**config.mk**
```make
export PLATFORM = sky130hd
export DESIGN_NAME = dbg_store_monitor
export DESIGN_NICKNAME = d
export VERILOG_FILES = /design/src/rtl/dbg_mon_pkg.sv /design/src/rtl/dbg_sync_fifo.sv /design/src/rtl/dbg_store_monitor.sv
export SDC_FILE = /design/constraint.sdc
export NUM_CORES = 1
export LEC_CHECK = 0
export CAP_MARGIN = 20
export CORE_UTILIZATION = 45
export CTS_CLUSTER_SIZE = 14
export DETAILED_ROUTE_END_ITERATION = 8
export HOLD_SLACK_MARGIN = 0.02
export PLACE_DENSITY = 0.66
export SLEW_MARGIN = 10
export SYNTH_ARGS = -nofsm -noshare
export SYNTH_HDL_FRONTEND = slang
export SYNTH_SLANG_ARGS = --single-unit
```
**constraint.sdc**
```tcl
create_clock -name CLK -period 8.3 [get_ports CLK]
set_input_delay 0.83 -clock CLK [delete_from_list [all_inputs] [get_ports CLK]]
set_output_delay 0.83 -clock CLK [all_outputs]
set_load 0.02 [all_outputs]
```
**src/rtl/dbg_mon_pkg.sv**
```systemverilog
// Shared types for the debug store monitor: FSM states, default match constants, FIFO entry layout.
// No logic, so no latency.
// No backpressure; the entry layout gains a timestamp field when DBG_MON_TIMESTAMP_EN is defined.
package dbg_mon_pkg;

  typedef enum logic [1:0] {
    ST_RUN    = 2'd0,
    ST_DRAIN  = 2'd1,
    ST_HALTED = 2'd2
  } mon_state_e;

  localparam logic [11:0] DEF_REGION  = 12'h001;
  localparam logic [31:0] DEF_HALT_PC = 32'h0000_0064;

  typedef struct packed {
    logic [31:0] addr;
    logic [31:0] data;
    logic [3:0]  be;
`ifdef DBG_MON_TIMESTAMP_EN
    logic [31:0] ts;
`endif
  } mon_entry_t;

  localparam int ENTRY_W = $bits(mon_entry_t);

endpackage

```
**src/rtl/dbg_sync_fifo.sv**
```systemverilog
// Generic synchronous FIFO with first-word-fall-through head; head data reads as zero when empty.
// A push at edge N is visible at the head in the cycle after N when the FIFO was empty.
// A push is refused when full, unless a pop happens in the same cycle; the head holds until it is popped.
module dbg_sync_fifo #(
  parameter int WIDTH = 8,
  parameter int DEPTH = 16
) (
  input  logic                     clk,
  input  logic                     rst,
  input  logic                     push,
  input  logic [WIDTH-1:0]         push_dat,
  input  logic                     pop,
  output logic [WIDTH-1:0]         pop_dat,
  output logic                     full,
  output logic                     empty,
  output logic [$clog2(DEPTH):0]   level
);
  localparam int AW = $clog2(DEPTH);
  localparam int LW = AW + 1;

  logic [WIDTH-1:0] mem_q [DEPTH];
  logic [AW-1:0]    wr_ptr_q, wr_ptr_d;
  logic [AW-1:0]    rd_ptr_q, rd_ptr_d;
  logic [LW-1:0]    level_q, level_d;
  logic             do_push, do_pop;

  assign full    = (level_q == LW'(DEPTH));
  assign empty   = (level_q == '0);
  assign level   = level_q;
  assign do_pop  = pop && !empty;
  assign do_push = push && (!full || do_pop);
  assign pop_dat = empty ? '0 : mem_q[rd_ptr_q];

  // Pointer and occupancy update; pointers wrap naturally because DEPTH is a power of two.
  always_comb begin
    wr_ptr_d = wr_ptr_q;
    rd_ptr_d = rd_ptr_q;
    level_d  = level_q;
    if (do_push) wr_ptr_d = wr_ptr_q + AW'(1);
    if (do_pop)  rd_ptr_d = rd_ptr_q + AW'(1);
    if (do_push && !do_pop)      level_d = level_q + LW'(1);
    else if (do_pop && !do_push) level_d = level_q - LW'(1);
  end

  // Control state register.
  always_ff @(posedge clk) begin
    if (rst) begin
      wr_ptr_q <= '0;
      rd_ptr_q <= '0;
      level_q  <= '0;
    end else begin
      wr_ptr_q <= wr_ptr_d;
      rd_ptr_q <= rd_ptr_d;
      level_q  <= level_d;
    end
  end

  // Storage needs no reset: the head output is masked whenever the FIFO is empty.
  always_ff @(posedge clk) begin
    if (do_push) mem_q[wr_ptr_q] <= push_dat;
  end

endmodule

```
**src/rtl/dbg_store_monitor.sv**
```systemverilog
// Captures core stores into the debug region, queues them and drains over valid/ready; flags HALT at end of run.
// A captured store reaches the head one cycle after its push edge when the queue was empty.
// OUT_* hold while OUT_READY is low; stores arriving at a full queue are dropped and counted. Macro DBG_MON_TIMESTAMP_EN adds OUT_TIME.
module dbg_store_monitor
  import dbg_mon_pkg::*;
#(
  parameter int          DEPTH   = 16,
  parameter logic [11:0] REGION  = DEF_REGION,
  parameter logic [31:0] HALT_PC = DEF_HALT_PC,
  parameter int          GUARD   = 4
) (
  input  logic                   CLK,
  input  logic                   RST,
  input  logic [31:0]            PC,
  input  logic                   ST_EN,
  input  logic [31:0]            ST_ADDR,
  input  logic [31:0]            ST_DATA,
  input  logic [3:0]             ST_BE,
  output logic                   OUT_VALID,
  input  logic                   OUT_READY,
  output logic [31:0]            OUT_ADDR,
  output logic [31:0]            OUT_DATA,
  output logic [3:0]             OUT_BE,
`ifdef DBG_MON_TIMESTAMP_EN
  output logic [31:0]            OUT_TIME,
`endif
  output logic [$clog2(DEPTH):0] LEVEL,
  output logic [15:0]            DROP_CNT,
  output logic                   HALT
);
  // Sized so GUARD=0 still yields a legal one-bit counter.
  localparam int GW = $clog2(GUARD + 2);

  mon_state_e    state_q, state_d;
  logic [GW-1:0] guard_q, guard_d;
  logic [15:0]   drop_q, drop_d;
  logic          match, push, pop, full, empty;
  mon_entry_t    in_entry, head_entry;

  assign match = ST_EN && (ST_ADDR[31:20] == REGION) && (state_q != ST_HALTED);
  assign pop   = OUT_VALID && OUT_READY;
  assign push  = match && (!full || pop);

`ifdef DBG_MON_TIMESTAMP_EN
  logic [31:0] time_q, time_d;

  // Free-running cycle counter stamped into each entry at its push edge.
  always_comb begin
    time_d = time_q + 32'd1;
  end

  // Counter register.
  always_ff @(posedge CLK) begin
    if (RST) time_q <= '0;
    else     time_q <= time_d;
  end

  assign in_entry = '{addr: ST_ADDR, data: ST_DATA, be: ST_BE, ts: time_q};
  assign OUT_TIME = head_entry.ts;
`else
  assign in_entry = '{addr: ST_ADDR, data: ST_DATA, be: ST_BE};
`endif

  dbg_sync_fifo #(
    .WIDTH (ENTRY_W),
    .DEPTH (DEPTH)
  ) u_fifo (
    .clk      (CLK),
    .rst      (RST),
    .push     (push),
    .push_dat (in_entry),
    .pop      (pop),
    .pop_dat  (head_entry),
    .full     (full),
    .empty    (empty),
    .level    (LEVEL)
  );

  assign OUT_VALID = !empty;
  assign OUT_ADDR  = head_entry.addr;
  assign OUT_DATA  = head_entry.data;
  assign OUT_BE    = head_entry.be;
  assign DROP_CNT  = drop_q;
  assign HALT      = (state_q == ST_HALTED);

  // Run/drain/halt sequencing plus the saturating drop counter.
  always_comb begin
    state_d = state_q;
    guard_d = guard_q;
    drop_d  = drop_q;
    if (match && !push && (drop_q != 16'hFFFF)) drop_d = drop_q + 16'd1;
    case (state_q)
      ST_RUN: begin
        if (PC == HALT_PC) begin
          state_d = ST_DRAIN;
          guard_d = GW'(GUARD);
        end
      end
      ST_DRAIN: begin
        // Keep capturing while stores still in the pipeline can land.
        if (guard_q != '0)                   guard_d = guard_q - GW'(1);
        else if ((LEVEL == '0) && !push)     state_d = ST_HALTED;
      end
      default: state_d = state_q;
    endcase
  end

  // State, guard and drop registers.
  always_ff @(posedge CLK) begin
    if (RST) begin
      state_q <= ST_RUN;
      guard_q <= '0;
      drop_q  <= '0;
    end else begin
      state_q <= state_d;
      guard_q <= guard_d;
      drop_q  <= drop_d;
    end
  end

endmodule

```
==> run summary <==
Lkg Pwr - 14.9 nW
commonest cells after routing, fill and taps aside - edfxtp_1 (1088), mux4_2 (272), clkdlybuf4s50_1 (194), mux2i_1 (139), clkbuf_16 (107)
drt pass-1 iters - 5
Seq pwr share - 47.2%
Yosys warning total - 0
total negative slack - 0 ns
TritonCTS buffer count - 106
Mapped Area - 43200 um^2
flops & latches, synth - 1126
# setup viols final - 0
Antenna Nets Post-Route - 0
initial antenna violation count - 6
final worst path period need - 5.03 ns
IO Port Bufs - 194
Design Area, Final - 50100 um^2
Root Buffer - clkbuf_16
vias in the first global route - 21400
Sw Pwr - 0.00330 W
DR vias/cell - 5.75
RSZ-0062 raised after global routing - no
Design Power - 0.0133 W
worst slack at placement - 2.98 ns
CTS sink count - 1126
fillcell total - 7260
crit path launch type - flop
P per Cell Area - 265 nW/um^2
DIE AREA - 97100 um^2
Pins Over Slew Limit - 0
nets - 2269
number of setup buffers added after CTS - 0
sequential area share after synthesis - 77.5%
DR WL/cell - 26.1 um
worst min-delay path category - flop to flop
worst rel slew slack - 23.7%
placer's final routability congestion estimate - 0.742
fin worst setup slack - 3.27 ns
most common cell after layout, fill and taps aside - edfxtp_1
clk slew on worst S/H paths - 0.06 ns
net count of the mapped netlist - 2035
Final HPWL DP - 47.7 mm
DRC - 0
Post-CTS Hold Fix Bufs - 0
CTS Buffer Depth - 3
GRT overflow - 0
count of cell types in the netlist - 49
Post-synth ARST share - 0%
global-route wire length before repair - 137 mm
TritonCTS clock tree - yes
fraction of layout cells with a size suffix above 1 - 21.2%
Rows - 113
P&R area growth vs syn - 16.0%
VDD IR max - 0.209 mV
CP Data Required Time - 7.47 ns
Setup crit end kind - output port
die width - 312 um
Avg Synthesized Cell Area - 22.5 um^2
largest net degree at the start of global routing - 137
clock skew - 0.0190 ns
CORE AREA - 95000 um^2
Tcrit/Tclk final - 60.6%
worst slew pin tran - 1.14 ns
outcome - finished clean
synthesized netlist cell count - 1918
CP arrival - 4.20 ns
Synth Flop Type - edfxtp_1
IO Pins - 195
top achievable clock speed - 199 MHz
Setup CP Type - flop to output port
Worst Path Max Fanout - 41
CTS resizes - 0
Gate power share - 17.6%
endpoints failing hold - 0
number of synthesized flops with an enable pin - 1088
max_cap viols - 0
Switching Fraction - 24.8%
Clock H-tree levels - 3
Vias - 20200
Detailed Route WL - 91.4 mm
area post-placement - 46700 um^2
clock power share - 35.2%
clock latency on the worst-skew pair - 0.68 ns
Internal Power - 0.00999 W
GR Util All Layers - 18.9%
Initial Utilization - 45.4%
chip height - 312 um
Post-Route Utilization - 52.7%
initial detailed-routing violation count - 1586
## worst max-delay path, cell delays in order (launching register included)
cell and delay (ns):
dfxtp_1 0.37, nor4_1 0.53, nand2b_1 0.36, nand2b_4 0.51, buf_4 0.73, o22ai_1 0.37, clkdlybuf4s50_1 0.65
## synthesized netlist by cell type, types with 2 or more instances
master	n	area, um^2
nand4_1	5	31.3
xor2_1	4	35.0
nor2_1	26	97.6
or4_1	5	37.5
inv_1	13	48.8
nor4b_1	4	35.0
dfxtp_1	38	761
mux4_2	272	6130
or3_1	6	37.5
o41ai_1	2	17.5
nor2b_1	7	43.8
xnor2_1	4	35.0
or2_2	3	18.8
o31ai_1	5	37.5
and3_1	17	106
mux2i_1	139	1390
nor3_1	6	30.0
a21oi_1	19	95.1
buf_2	23	115
ha_1	12	150
edfxtp_1	1088	32700
nand3_1	15	75.1
clkbuf_1	55	206
o22ai_1	68	425
o21ai_0	10	50.1
nand2b_1	2	12.5
and2_1	2	12.5
a211oi_1	3	22.5
a21o_1	2	15.0
o311ai_0	2	17.5
nand3b_1	2	15.0
mux2_2	4	45.0
buf_1	19	71.3
a31oi_1	2	12.5
nand2_1	12	45.0
nor4_1	9	56.3
## cell families (layout without fill, tap and decap cells)
family / count (synthesis) / in the layout / synth area share [%]
flops: 1126 / 1126 / 77.5
fa+ha+maj: 13 / 13 / 0.394
other cells: 0 / 3 / 0
mux: 415 / 415 / 17.5
compound gates: 115 / 115 / 1.65
buf+inv: 111 / 433 / 1.05
simple gates: 130 / 130 / 1.76
xor+xnor: 8 / 8 / 0.162
## routing by layer
metal	share of wire, %	up-vias	track usage [%]	wire (um)
met2	49	610	30.6	45000
met3	6.3	97	3.61	5780
met1	43	10800	26.5	39200
met5	0.024	-	0	22
li1	-	8635	-	-
met4	1.6	4	4.68	1470
## area by class of cell
| class | count | area, um^2 | share of cell area, % |
|---|---|---|---|
| Antenna cell | 3 | 7.51 | 0.0150 |
| Clock buffer | 132 | 2790 | 5.57 |
| Clock inverter | 64 | 569 | 1.14 |
| Inverter | 13 | 48.8 | 0.0975 |
| Multi-Input combinational cell | 681 | 9390 | 18.7 |
| Sequential cell | 1126 | 33400 | 66.8 |
| Tap cell | 1265 | 1580 | 3.16 |
| Timing Repair Buffer | 224 | 2240 | 4.48 |
## registers in the layout (all words and copies together), names as in the netlist, named ones only
| signal | cells |
|---|---|
| u_fifo.rd_ptr_q | 4 |
| state_q | 2 |
| u_fifo.level | 5 |
| DROP_CNT | 16 |
| u_fifo.wr_ptr_q | 4 |
| guard_q | 3 |
| u_fifo.mem_q | 1088 |
## power by group through the flow
stage / Combinational (W) / Sequential [W] / Clock, W
2_1_floorplan: 0.00151 / 0.00638 / 0
3_3_place_gp: 0.00232 / 0.00643 / 0
3_5_place_dp: 0.00238 / 0.00640 / 0
4_1_cts: 0.00239 / 0.00628 / 0.00477
5_1_grt: 0.00250 / 0.00628 / 0.00497
6_report: 0.00234 / 0.00628 / 0.00468
## worst paths after layout
check | from | slack [ns] | to | cells after the start
worst max-delay path | u_fifo.level[0] | 3.27 | OUT_DATA[0] | 6
worst min-delay path | u_fifo.rd_ptr_q[3] | 0.50 | flop | 2
worst max register to register | state_q[0] | 4.62 | u_fifo.mem_q[2][21] | 6
worst min register to register | u_fifo.rd_ptr_q[3] | 0.50 | flop | 2
## metrics by stage
stage / instances / hold WS, ns
floorplan: 1918 / 0.459
global placement: 3307 / 0.466
detailed placement: 3308 / 0.479
CTS: 3504 / 0.492
global route: 3507 / 0.523
finish: 3508 / 0.497
Power figures use the tool's default switching activity.
